## config.mk

```make
export PLATFORM = sky130hd
export DESIGN_NAME = sqrt_exponent_pipe
export DESIGN_NICKNAME = d
export VERILOG_FILES = /design/src/rtl/sqrt_exponent_pipe.sv
export SDC_FILE = /design/constraint.sdc
export NUM_CORES = 1
export LEC_CHECK = 0
export BUFFER_PORTS_ARGS = -buffer_cell sky130_fd_sc_hd__buf_2
export CAP_MARGIN = 5
export CORE_UTILIZATION = 58
export DETAILED_ROUTE_END_ITERATION = 6
export PLACE_DENSITY = 0.9
export SLEW_MARGIN = 20
export SYNTH_ARGS = -nofsm -noshare
export SYNTH_HDL_FRONTEND = slang
export SYNTH_SLANG_ARGS = --single-unit
export TNS_END_PERCENT = 50
```

## constraint.sdc

```tcl
create_clock -name clk -period 2.45 [get_ports clk]
set_clock_uncertainty 0.2 [all_clocks]
set_input_delay 0.735 -clock clk [delete_from_list [all_inputs] [get_ports clk]]
set_output_delay 0.735 -clock clk [all_outputs]
set_load 0.01 [all_outputs]
```

## src/rtl/sqrt_exponent_pipe.sv

```systemverilog
`default_nettype none
//------------------------------------------------------------------------------
// Module : sqrt_exponent_pipe
// Brief  : Two-stage valid/ready exponent stage of the square-root unit: halves
//          the biased exponent, flags odd unbiased exponents, classifies specials.
// Rev    : 1.0  initial release
//------------------------------------------------------------------------------
module sqrt_exponent_pipe #(
  parameter int EXP_W   = 11,
  parameter int EXP_S_W = 8
) (
  input  logic             clk,
  input  logic             rst,
  input  logic             in_valid,
  output logic             in_ready,
  input  logic             in_type,
  input  logic             sign,
  input  logic [EXP_W-1:0] exp,
  input  logic             frac_zero,
  output logic             out_valid,
  input  logic             out_ready,
  output logic             out_type,
  output logic             out_sign,
  output logic [EXP_W-1:0] out_exp,
  output logic             out_odd,
  output logic [2:0]       out_class
);

  localparam logic [2:0] c_cls_norm = 3'd0;
  localparam logic [2:0] c_cls_zero = 3'd1;
  localparam logic [2:0] c_cls_inf  = 3'd2;
  localparam logic [2:0] c_cls_nan  = 3'd3;
  localparam logic [2:0] c_cls_sub  = 3'd4;

  localparam logic [EXP_W:0]   c_bias_d = {2'b00, {(EXP_W-1){1'b1}}};
  localparam logic [EXP_W:0]   c_bias_s = {{(EXP_W-EXP_S_W+2){1'b0}}, {(EXP_S_W-1){1'b1}}};
  localparam logic [EXP_W-1:0] c_max_d  = {EXP_W{1'b1}};
  localparam logic [EXP_W-1:0] c_max_s  = {{(EXP_W-EXP_S_W){1'b0}}, {EXP_S_W{1'b1}}};

  logic             w_s1_adv;
  logic             w_s2_adv;
  logic             r_s1_valid;
  logic             r_s2_valid;

  assign w_s2_adv = !r_s2_valid || out_ready;
  assign w_s1_adv = !r_s1_valid || w_s2_adv;
  assign in_ready = w_s1_adv && rst;

  // Stage 1: field select, classification and biased sum
  logic [EXP_W-1:0] w_e;
  logic [EXP_W-1:0] w_e_eff;
  logic [EXP_W-1:0] w_max;
  logic [EXP_W:0]   w_bias;
  logic [EXP_W:0]   w_sum;
  logic             w_e_zero;
  logic             w_e_max;
  logic [2:0]       w_class;
  logic             w_sign;

  assign w_e      = in_type ? exp : {{(EXP_W-EXP_S_W){1'b0}}, exp[EXP_S_W-1:0]};
  assign w_max    = in_type ? c_max_d : c_max_s;
  assign w_bias   = in_type ? c_bias_d : c_bias_s;
  assign w_e_zero = (w_e == '0);
  assign w_e_max  = (w_e == w_max);

  always_comb begin
    w_class = c_cls_norm;
    w_sign  = 1'b0;
    w_e_eff = w_e;
    if (w_e_zero && frac_zero) begin
      w_class = c_cls_zero;
      w_sign  = sign;
    end else if ((w_e_max && !frac_zero) || sign) begin
      w_class = c_cls_nan;
    end else if (w_e_max) begin
      w_class = c_cls_inf;
    end else if (w_e_zero) begin
      w_class = c_cls_sub;
      w_e_eff = {{(EXP_W-1){1'b0}}, 1'b1};
    end
  end

  // The bias is odd, so the sum's LSB is the odd-unbiased-exponent flag
  assign w_sum = {1'b0, w_e_eff} + w_bias;

  logic             r_s1_type;
  logic             r_s1_sign;
  logic [2:0]       r_s1_class;
  logic [EXP_W:0]   r_s1_sum;

  always_ff @(posedge clk or negedge rst) begin
    if (!rst) begin
      r_s1_valid <= 1'b0;
      r_s1_type  <= 1'b0;
      r_s1_sign  <= 1'b0;
      r_s1_class <= 3'd0;
      r_s1_sum   <= '0;
    end else if (w_s1_adv) begin
      r_s1_valid <= in_valid;
      if (in_valid) begin
        r_s1_type  <= in_type;
        r_s1_sign  <= w_sign;
        r_s1_class <= w_class;
        r_s1_sum   <= w_sum;
      end
    end
  end

  // Stage 2: halve the sum and force special-operand exponents
  logic [EXP_W-1:0] w_s2_max;
  logic [EXP_W-1:0] w_s2_exp;
  logic             w_s2_odd;

  assign w_s2_max = r_s1_type ? c_max_d : c_max_s;

  always_comb begin
    w_s2_exp = r_s1_sum[EXP_W:1];
    w_s2_odd = r_s1_sum[0];
    case (r_s1_class)
      c_cls_zero: begin
        w_s2_exp = '0;
        w_s2_odd = 1'b0;
      end
      c_cls_inf, c_cls_nan: begin
        w_s2_exp = w_s2_max;
        w_s2_odd = 1'b0;
      end
      c_cls_sub: w_s2_odd = 1'b0;
      default: ;
    endcase
  end

  logic             r_out_type;
  logic             r_out_sign;
  logic [EXP_W-1:0] r_out_exp;
  logic             r_out_odd;
  logic [2:0]       r_out_class;

  always_ff @(posedge clk or negedge rst) begin
    if (!rst) begin
      r_s2_valid  <= 1'b0;
      r_out_type  <= 1'b0;
      r_out_sign  <= 1'b0;
      r_out_exp   <= '0;
      r_out_odd   <= 1'b0;
      r_out_class <= 3'd0;
    end else if (w_s2_adv) begin
      r_s2_valid <= r_s1_valid;
      if (r_s1_valid) begin
        r_out_type  <= r_s1_type;
        r_out_sign  <= r_s1_sign;
        r_out_exp   <= w_s2_exp;
        r_out_odd   <= w_s2_odd;
        r_out_class <= r_s1_class;
      end
    end
  end

  assign out_valid = r_s2_valid;
  assign out_type  = r_out_type;
  assign out_sign  = r_out_sign;
  assign out_exp   = r_out_exp;
  assign out_odd   = r_out_odd;
  assign out_class = r_out_class;

endmodule
`default_nettype wire

```

Word-level counts from Yosys, hierarchy flattened
Index checks and enable logic that the tools add are counted.

Add/subtract/negate cells: 1. Equal/unequal tests: 5. Mux-type cells: 15. Reductions and logical operators: 14.

Operators by type and width (count): $mux 11 (7); $pmux 11 s2 (1); $add 11x10->12 (1); $mux 3 (4); $eq 11x11->1 (1); $logic_not 11->1 (1); $mux 10 (1); $eq 3x2->1 const B (2); $reduce_and 2->1 (2); $reduce_or 4->1 (1); $eq 3x1->1 const B (1); $eq 3x3->1 const B (1); $logic_and 1x1->1 (3); $logic_not 1->1 (3); $logic_or 1x1->1 (3); $mux 1 (2); $reduce_or 2->1 (1).

Flip-flop bits (word level): 36. Input port bits: 18. Output and inout port bits: 19. Word-level logic and storage cells: 46.

Logic depth before layout (Yosys ltp)
Depth in word-level cells: 7. Depth in mapped cells: 9. Depth with buffers taken out: 9.

Worst setup path after synthesis
Ideal clock, no wire load.

Path kind: input port to flip-flop. Start point: input exp[0]. End point: register r_s1_sum[10]. Setup time: 124 ps. Data arrival time: 2803 ps. Required time: 2126 ps. Slack: -677 ps. Stages: 9. Path buffers: 0. Path through: or4_4 > or4_4 > nor2_4 > nor2_1 > ha_1 > or4b_1 > o31ai_1 > and4b_1 > a211o_1.

Cells in the longest elaborated chain, start to end: 7. Elaborated cells on any way between the ends: 11. Classes of those cells: add/sub: 1; eq/ne: 1; mux: 5; reduce/logical: 4.

Ends and longest elaborated chain: start: declaration (line 18) `input logic [EXP_W-1:0] exp,`; $mux 11 * (line 60) `assign w_e = in_type ? exp : {{(EXP_W-EXP_S_W){1'b0}}, exp[EXP_S_W-1:0]};`; $logic_not 11->1 or $eq 11x11->1 (tied branches) (line 63, 64); $mux 11 or $logic_and 1x1->1 (tied branches) (line 77, 73); $mux 11 or $logic_or 1x1->1 (tied branches) (line 75, 73); $mux 11 (line 73) `end else if ((w_e_max && !frac_zero) || sign) begin`; $mux 11 * (line 70) `if (w_e_zero && frac_zero) begin`; $add 11x10->12 * (line 84) `assign w_sum = {1'b0, w_e_eff} + w_bias;`; end signal: assignment (line 104) `r_s1_sum <= w_sum;`; end: declaration (line 89) `logic [EXP_W:0] r_s1_sum;`.

Every way passes the cells marked *; elsewhere a longest branch is shown, timed or not. A chain may end at the register's enable or synchronous reset.

Worst setup path in the final report
Ends and elaborated chain as after synthesis.

==> out/metrics.cfg <==
[outcome]
status=complete, but fails checks
violations=negative setup slack

[timing]
tightest_slew_ps=591
max_slew_margin_pct=60.5
setup_slack_ps=-427
finalSetupViolations=8
clock.fmax_mhz=348
finalCritPeriodShare_pct=117
fin_crit_ps=2880
slew_viol_final=0
rsz0062_at_grt=true
finalHoldViolations=0
finalSetupTns_ps=-2150

[setup_path]
path_depth=10
cp_cell_sequence=buf_6 -> or4_4 -> or4_4 -> nor2_4 -> nor2_2 -> ha_2 -> or4b_4 -> o31ai_1 -> and4b_1 -> a211o_1
reg2reg_to=r_s1_sum[3]
critPathRequiredTime_ps=2490
rr_startpoint=out_valid
setup.worst_path.start_class=input pin
crit_top_cell=or4_4
end_kind=register
reg2regPathDepth=5
cp.arrival_ps=2920
critical_path.max_stage_delay_ps=550
crit_family=simple AND/OR/NAND/NOR gates
r2r_slack_ps=680
critPathSlowestCell=or4_4
path_buf_inv=1
crit_type=in -> reg
cp_max_fo=4

[layout]
mostFrequentLayoutCell=buf_4
layout.nets=294
diodes=0
drive_gt1_share_pct=38.1
final_cell_mix=41 x buf_4, 36 x dfrtp_1, 34 x buf_2
areaGrowthSynthToFinish_pct=35.0

[synthesis]
synth_nets=219
synth_ff_type=dfrtp_1
yosys_warnings=0
yosys-top-cells-area=dfrtp_1 49%, nand2_1 6.5%, o21ai_0 4.9%
syn_area_per_cell_um2=9.39
ys_seq_area_share_pct=48.7
synth_top_cell_by_area=dfrtp_1
synthCells=197
synth_area_mm2=0.00185
ys_seq_elements=36
async_reset_ff_share_pct=100
synth_cell_type_count=40
synth-edff-count=0
netlist.area_leader.share_pct=48.7

[drt]
vias=1900
drt-vias-per-instance=5.99
drt_iter0_markers=159
drcViolationCount=0
routed_wl_um=5510
wire_per_inst_um=17.4
ant_nets=0
firstDrtPassIters=5

[clocking]
numCtsBuffers=5
h-tree-depth=2
cts.clk_slew.worst_paths_ps=110
cts_sinks=36
cts_hold_buffers=0
cts_tree=yes
clock_path_buffers=2
clockRootBuffer=clkbuf_4
clk_latency_ps=340

[power]
total_power_mw=1.57
pwr_density_cell_mw_per_mm2=627
ir_drop_uv=241
p_leak_nw=1.20

[min_path]
hold_class=in -> async

[global_routing]
antenna_found_initial=0
track_usage_pct=32.7
grt_max_degree=37
grt_pass1_vias=1716
gr-total-overflow=0
grt_pass1_wl_um=8140

[die]
io_pins=37
fp.dieW_um=58.5
die-area_mm2=0.00342
core-area_mm2=0.00303
start_util_pct=61.1
num_rows=20
die_y_um=58.5

[place]
dp_hpwl_um=3540
port-buffer-count=36
gp_congestion=0.896

[flow_run]
drv_cap=0

## routing by layer
metal	wire length [µm]	track usage (%)
met1	2040	40.2
met2	2820	53.0
met3	431	7.47
met4	219	18.7
met5	0	0
## stage by stage
stage	cell area, µm²	worst slack (ps)	utilization, %	instances	hold slack (ps)
floorplan	1860	-622	-	197	239
global placement	2280	-668	75.4	297	256
detailed placement	2280	-733	75.4	297	265
CTS	2430	-355	80.3	314	260
global route	2500	-415	82.5	317	292
finish	2500	-427	82.5	317	249
## where the power goes
group	switching, mW	leakage, nW	total (mW)	internal (mW)
sequential	0.0590	0.444	0.748	0.689
clock	0.195	0.0422	0.409	0.214
combinational	0.230	0.718	0.409	0.179
## layout make-up
type                            count  area (µm²)
Clock inverter                      2        35.0
Tap cell                           44        55.1
Fill cell                         171         531
Timing Repair Buffer               79         523
Sequential cell                    36         901
Multi-Input combinational cell    147         931
Clock buffer                        6        41.3
Inverter                            3        11.3
## cell families (layout without fill, tap and decap cells)
| group | count (synthesis) | in the layout | share of synthesized area (%) |
|---|---|---|---|
| simple gates | 77 | 77 | 21.9 |
| compound gates | 58 | 58 | 19.3 |
| flops | 36 | 36 | 48.7 |
| buf+inv | 14 | 90 | 2.84 |
| mux | 6 | 6 | 3.65 |
| fa+ha+maj | 4 | 4 | 2.70 |
| xor+xnor | 2 | 2 | 0.947 |
## state kept, by name (all words and copies together) (netlist names)
| register | count |
|---|---|
| r_s1_sum | 12 |
| out_exp | 11 |
| out_class | 3 |
| r_s1_class | 3 |
| out_odd | 1 |
| out_sign | 1 |
| out_type | 1 |
| out_valid | 1 |
| r_s1_sign | 1 |
| r_s1_type | 1 |
| r_s1_valid | 1 |
## worst max-delay path by stage
| stage | from | endpoint | slack, ps |
|---|---|---|---|
| floorplan | exp[0] | r_s1_sum[10] | -620 |
| global placement | exp[0] | r_s1_sum[10] | -670 |
| detailed placement | exp[0] | r_s1_sum[10] | -730 |
| CTS | exp[0] | r_s1_sum[10] | -360 |
| global route | exp[0] | r_s1_sum[10] | -420 |
| finish | exp[0] | r_s1_sum[10] | -430 |
## timing repair
item / CTS / global route
setup endpoints to repair: 5 / 8
setup buffers: 9 / 3
pin swaps: 2 / 4
gates resized for setup: 2 / 9
## Yosys cell counts (3+ instances only)
library cell and n:
a21oi_1 17, a31oi_1 4, and2_1 6, clkbuf_1 9, dfrtp_1 36, ha_1 4, inv_1 3, mux2_2 5
nand2_1 32, nand2b_1 4, nand3_1 5, nand4_1 3, nor2_1 9, nor3_1 5, o21ai_0 18, o31ai_1 7
Note: power is estimated with default switching activity, not from simulation.
